**config.mk**
```make
export PLATFORM = sky130hd
export DESIGN_NAME = uart_tx_arbiter
export DESIGN_NICKNAME = d
export VERILOG_FILES = /design/src/rtl/uart_ctrl_pkg.sv /design/src/rtl/uart_rr_pick.sv /design/src/rtl/uart_tx_arbiter.sv
export SDC_FILE = /design/constraint.sdc
export NUM_CORES = 1
export LEC_CHECK = 0
export CORE_MARGIN = 10
export CORE_UTILIZATION = 40
export DETAILED_ROUTE_END_ITERATION = 12
export GPL_ROUTABILITY_DRIVEN = 0
export PLACE_DENSITY = 0.67
export SKIP_LAST_GASP = 1
export SLEW_MARGIN = 30
export SYNTH_ARGS = -nofsm -noshare
export SYNTH_HDL_FRONTEND = slang
export SYNTH_SLANG_ARGS = --single-unit
```
**constraint.sdc**
```tcl
create_clock -name Clk -period 4.7 [get_ports Clk]
set_input_delay 0.705 -clock Clk [delete_from_list [all_inputs] [get_ports Clk]]
set_output_delay 0.705 -clock Clk [all_outputs]
set_load 0.05 [all_outputs]
```
**src/rtl/uart_ctrl_pkg.sv**
```systemverilog
// Shared types for the UART TX arbiter: FSM state encoding,
// default data width and watchdog counter width.
package uart_ctrl_pkg;

  typedef enum logic [1:0] {
    IDLE = 2'd0,
    LOAD = 2'd1,
    BUSY = 2'd2,
    HOLD = 2'd3
  } state_t;

  localparam int DefDw = 8;
  localparam int WdW   = 16;

endpackage

```
**src/rtl/uart_rr_pick.sv**
```systemverilog
// Combinational rotate-priority picker: first ReqValid bit above Ptr.
// Ports: ReqValid, Ptr in; one-hot Sel and Found out.
module uart_rr_pick
  import uart_ctrl_pkg::*;
#(
  parameter int NREQ = 4,
  parameter int PW   = $clog2(NREQ)
) (
  input  logic [NREQ-1:0] ReqValid,
  input  logic [PW-1:0]   Ptr,
  output logic [NREQ-1:0] Sel,
  output logic            Found
);

  logic [PW-1:0] idx;

  // Search starts one past Ptr so the last owner goes to the back.
  always_comb begin
    Sel   = '0;
    Found = 1'b0;
    idx   = '0;
    for (int i = 1; i <= NREQ; i++) begin
      idx = PW'((int'(Ptr) + i) % NREQ);
      if (!Found && ReqValid[idx]) begin
        Sel[idx] = 1'b1;
        Found    = 1'b1;
      end
    end
  end

endmodule

```
**src/rtl/uart_tx_arbiter.sv**
```systemverilog
// Round-robin owner of the UART transmitter with burst lock and watchdog.
// Ports: Req* requester side, Tx* transmitter side, Grant/Busy/TimeoutErr status.
module uart_tx_arbiter
  import uart_ctrl_pkg::*;
#(
  parameter int NREQ        = 4,
  parameter int DW          = DefDw,
  parameter int TIMEOUT_CYC = 65535
) (
  input  logic             Clk,
  input  logic             Rst_n,
  input  logic [NREQ-1:0]  ReqValid,
  input  logic [NREQ-1:0]  ReqLast,
  input  logic [NREQ*DW-1:0] ReqData,
  output logic [NREQ-1:0]  ReqReady,
  output logic [DW-1:0]    TxData,
  output logic             TxStart,
  input  logic             TxDone,
  output logic [NREQ-1:0]  Grant,
  output logic             Busy,
  output logic             TimeoutErr,
  input  logic             ErrClr
);

  localparam int PW = (NREQ > 1) ? $clog2(NREQ) : 1;
  localparam logic [WdW-1:0] WdLimit = WdW'(TIMEOUT_CYC - 1);

  state_t state, nextState;

  logic [PW-1:0]   ptr, owner, selIdx;
  logic [NREQ-1:0] sel;
  logic            found;
  logic            last;
  logic [WdW-1:0]  wdCnt;
  logic            wdAtLimit;
  logic            pickLoad, holdLoad;
  logic            freeBus, wdInc, wdFire;
  logic [DW-1:0]   selData, ownerData;

  uart_rr_pick #(
    .NREQ (NREQ),
    .PW   (PW)
  ) u_pick (
    .ReqValid (ReqValid),
    .Ptr      (ptr),
    .Sel      (sel),
    .Found    (found)
  );

  always_comb begin
    selIdx = '0;
    for (int i = 0; i < NREQ; i++) begin
      if (sel[i]) selIdx = PW'(i);
    end
  end

  assign selData   = ReqData[int'(selIdx)*DW +: DW];
  assign ownerData = ReqData[int'(owner)*DW +: DW];
  assign wdAtLimit = (wdCnt == WdLimit);
  assign Busy      = (state != IDLE);

  always_ff @(posedge Clk or negedge Rst_n) begin
    if (!Rst_n) state <= IDLE;
    else        state <= nextState;
  end

  // A finishing byte wins over a watchdog expiring in the same cycle.
  always_comb begin
    nextState = state;
    pickLoad  = 1'b0;
    holdLoad  = 1'b0;
    freeBus   = 1'b0;
    wdInc     = 1'b0;
    wdFire    = 1'b0;
    unique case (state)
      IDLE: begin
        if (found) begin
          pickLoad  = 1'b1;
          nextState = LOAD;
        end
      end
      LOAD: nextState = BUSY;
      BUSY: begin
        wdInc = 1'b1;
        if (TxDone) begin
          if (last) begin
            freeBus   = 1'b1;
            nextState = IDLE;
          end else begin
            nextState = HOLD;
          end
        end else if (wdAtLimit) begin
          wdFire    = 1'b1;
          freeBus   = 1'b1;
          nextState = IDLE;
        end
      end
      HOLD: begin
        wdInc = 1'b1;
        if (|(ReqValid & Grant)) begin
          holdLoad  = 1'b1;
          nextState = LOAD;
        end else if (wdAtLimit) begin
          wdFire    = 1'b1;
          freeBus   = 1'b1;
          nextState = IDLE;
        end
      end
      default: nextState = IDLE;
    endcase
  end

  always_ff @(posedge Clk or negedge Rst_n) begin
    if (!Rst_n) begin
      ptr        <= PW'(NREQ - 1);
      owner      <= '0;
      Grant      <= '0;
      TxData     <= '0;
      last       <= 1'b0;
      TxStart    <= 1'b0;
      ReqReady   <= '0;
      wdCnt      <= '0;
      TimeoutErr <= 1'b0;
    end else begin
      TxStart  <= pickLoad | holdLoad;
      ReqReady <= pickLoad ? sel : (holdLoad ? Grant : '0);
      if (pickLoad) begin
        Grant  <= sel;
        owner  <= selIdx;
        TxData <= selData;
        last   <= ReqLast[selIdx];
      end
      if (holdLoad) begin
        TxData <= ownerData;
        last   <= ReqLast[owner];
      end
      if (freeBus) begin
        Grant <= '0;
        ptr   <= owner;
      end
      if (pickLoad || holdLoad) wdCnt <= '0;
      else if (wdInc)           wdCnt <= wdCnt + 1'b1;
      if (ErrClr)      TimeoutErr <= 1'b0;
      else if (wdFire) TimeoutErr <= 1'b1;
    end
  end

endmodule

```
==> flow_summary_export.csv <==
group,metric,value,unit
status,status,"complete, no violations",
setup_path,ff2ff_setup_slack,1.00,ns
cells_and_area,layout_common_cells,"clkdlybuf4s50_1, dfrtp_1, nor2_1, nand2_1, o21ai_0",
timing,rsz0062_at_grt,"no",
detailed_routing,vias_per_cell,5.360,
setup_path,worstPathArrival,3.88,ns
clock_network,htreeDepth,2,
cells_and_area,fin_nets,373,
timing,drv_slew,0,
cells_and_area,fin_util,0.5296,
timing,fin_crit,3.699,ns
place,dp_hpwl,5091,um
detailed_routing,drtIter0Drc,85,
die,core_area,6277,um2
place,dp_slack,0.8992,ns
die,die_h,100.1,um
detailed_routing,drc,0,
clock_network,cts_tree,"built",
cells_and_area,drive_above_1_share,0.09688,
synthesis,synth-seq-area-share,0.4008,
flow_run,max-cap-violations,0,
global_route,gr-usage-all-layers,0.1348,
synthesis,synth.cell_area,2566,um2
timing,setup_tns,0,ns
detailed_routing,via_count,2128,
global_route,grt_max_degree,42,
synthesis,yosys-top-cells-area,"dfrtp_1, ha_1, nor2_1, mux4_2, nand2_1",
global_route,grt_pass1_vias,2176,
timing,fin_skew,0.009968,ns
global_route,grt_pass1_wl,11000,um
timing,fin_crit_sh,0.7870,
setup_path,critPathKind,"reg2reg",
place,dp.cells,389,
hold_path,min_path_type,"in2async",
setup_path,cp_data_required_time,4.88,ns
die,die_x,100.1,um
synthesis,synth_top_cell_by_area,"dfrtp_1",
timing,timing_hold_violations_final,0,
setup_path,crit_slowest_cell,"dfstp_2",
place,port_buffers,62,
cells_and_area,synthToLayoutAreaGrowth,29.55,%
setup_path,path_buf_inv,1,
timing,worstMarginPinSlew,0.7386,ns
timing,slew_headroom,0.5064,
detailed_routing,final_antenna_net_count,0,
synthesis,synth.net_count,314,
timing,setup_viol,0,
die,initial_utilization,0.4088,
setup_path,crit_path_end_kind,"register",
die,io_pins,63,
timing,holdWs,0.3865,ns
power_and_ir_drop,p_sw_frac,0.4793,
clock_network,cts-root-buf,"clkbuf_8",
clock_network,post_cts_buffers,0,
global_route,antenna_found_initial,0,
power_and_ir_drop,vdd_ir_drop_max,0.3946,mV
die,design.die.area,10020,um2
power_and_ir_drop,pwr-share-seq,0.254,
setup_path,regToRegEndpoint,"TxData[5]",
setup_path,rr_worst_depth,9,
cells_and_area,layout_commonest_cell,"clkdlybuf4s50_1",
synthesis,yosys_register_bits,41,
power_and_ir_drop,combPwrFrac,0.646,
timing,worst_slack,1.001,ns
power_and_ir_drop,p_int,0.001248,W
synthesis,ys_warn_count,0,
power_and_ir_drop,power.density,720.9,nW/um2
clock_network,holdBufCountCts,0,
die,rows,29,
power_and_ir_drop,p_clk_frac,0.101,
clock_network,clock-sinks,41,
synthesis,ys_types,49,
synthesis,synth_top_cell_area_share,0.3803,
detailed_routing,avgRoutedWirePerCell,16.59,um
detailed_routing,drt_pass1_iterations,4,
synthesis,avgSynthCellArea,9.870,um2
global_route,gr-total-overflow,0,
cells_and_area,diodes,0,
setup_path,critPathMaxStageDelay,0.66,ns
setup_path,path_cells,"inv_1, ha_1, mux4_2, nor4b_4, and2_1, nor2_2, a31oi_4, mux2_2, o221a_1",
setup_path,timing.rr.start,"ptr[0]",
timing,fmax,270.4,MHz
clock_network,insertion_delay,0.29,ns
setup_path,cp-start-kind,"register",
detailed_routing,wl,6588,um
synthesis,synthCells,260,
clock_network,clkTransAtPathRegs,0.08,ns
clock_network,cts_buffers,5,
power_and_ir_drop,power.leakage,1.349,nW
setup_path,cpLargestDelayFamily,"multiplexers",
clock_network,cts_resized,0,
power_and_ir_drop,p_sw,0.001149,W
setup_path,critPathMaxFanout,16,
clock_network,ctsLongestPathBuffers,2,
cells_and_area,stdcell_count,397,
-- sequential cells by signal, summed over array words and instances, names as in the netlist --
signal	flops
wdCnt	16
TimeoutErr	1
last	1
owner	2
state	2
ReqReady	4
ptr	2
TxData	8
Grant	4
TxStart	1
-- metrics by stage --
step                      cell area [um2]  power [W]
after global routing                 3324   0.002584
after detailed placement             3228   0.002171
final                                3324   0.002397
after floorplan                      2566   0.001793
after global placement               3226   0.002147
after CTS                            3322   0.002414
-- cell families after synthesis --
group                    Yosys count  synth area share
AO/OA/AOI/OAI                     51            0.1477
XOR/XNOR                          15           0.05119
adder cells (fa/ha/maj)           10           0.04876
buffers and inverters             15           0.02779
flip-flops                        41            0.4008
multiplexers                      20            0.1097
AND/OR/NAND/NOR                  108            0.2140
-- worst max-delay path by stage --
stage,startpoint,end,slack (ns),cells after the start
after floorplan,ptr[0],TxData[4],1.38,11
after global placement,ReqValid[1],TxData[5],1.01,8
after detailed placement,ReqValid[1],TxData[5],0.90,8
after CTS,ptr[0],TxData[5],0.98,9
after global routing,ptr[0],TxData[0],0.81,9
final,ptr[0],TxData[5],1.00,9
-- cells in the mapped netlist (all sizes together) --
master	count
a211oi	5
a21boi	1
a21o	1
a21oi	10
a221oi	1
a22o	1
a22oi	2
a31oi	3
and2	5
and3	2
buf	3
clkbuf	7
dfrtp	39
dfstp	2
ha	10
inv	5
mux2	15
mux4	5
nand2	28
nand2b	3
nand3	4
nand3b	5
nand4	5
nor2	35
nor2b	2
nor3	1
nor4	3
nor4b	2
nor4bb	1
o211a	2
o21a	2
o21ai	14
o221a	7
o22a	1
o31ai	1
or2	3
or3	8
or4	1
xnor2	5
xor2	10
-- layout make-up --
cell class              instances  area, um2
clock buffers                   7      86.33
clock inverters                 1      7.507
fillers                       582       2953
inverters                       5      18.77
multi-input cells             204       1469
flip-flops and latches         41       1028
well taps                      77      96.34
repair buffers                 62      618.1
-- layer usage --
| layer | share of wire | wire length, um | GRT usage | vias to the layer above |
|---|---|---|---|---|
| met4 | 0.017 | 115 | 0.04130 | 0 |
| met1 | 0.44 | 2906 | 0.1573 | 1032 |
| met3 | 0.027 | 180 | 0.02679 | 10 |
| li1 | - | - | - | 1053 |
| met5 | 0 | 0 | 0 | - |
| met2 | 0.51 | 3386 | 0.2419 | 33 |
-- power groups by stage --
stage	combinational, W	sequential (W)	clock, W
after global placement	0.00153	0.000612	0
after CTS	0.00156	0.000608	0.000248
final	0.00155	0.000608	0.000241
after global routing	0.00170	0.000626	0.000261
after floorplan	0.00101	0.000782	0
after detailed placement	0.00156	0.000612	0
Note: power is estimated with default switching activity, not from simulation.
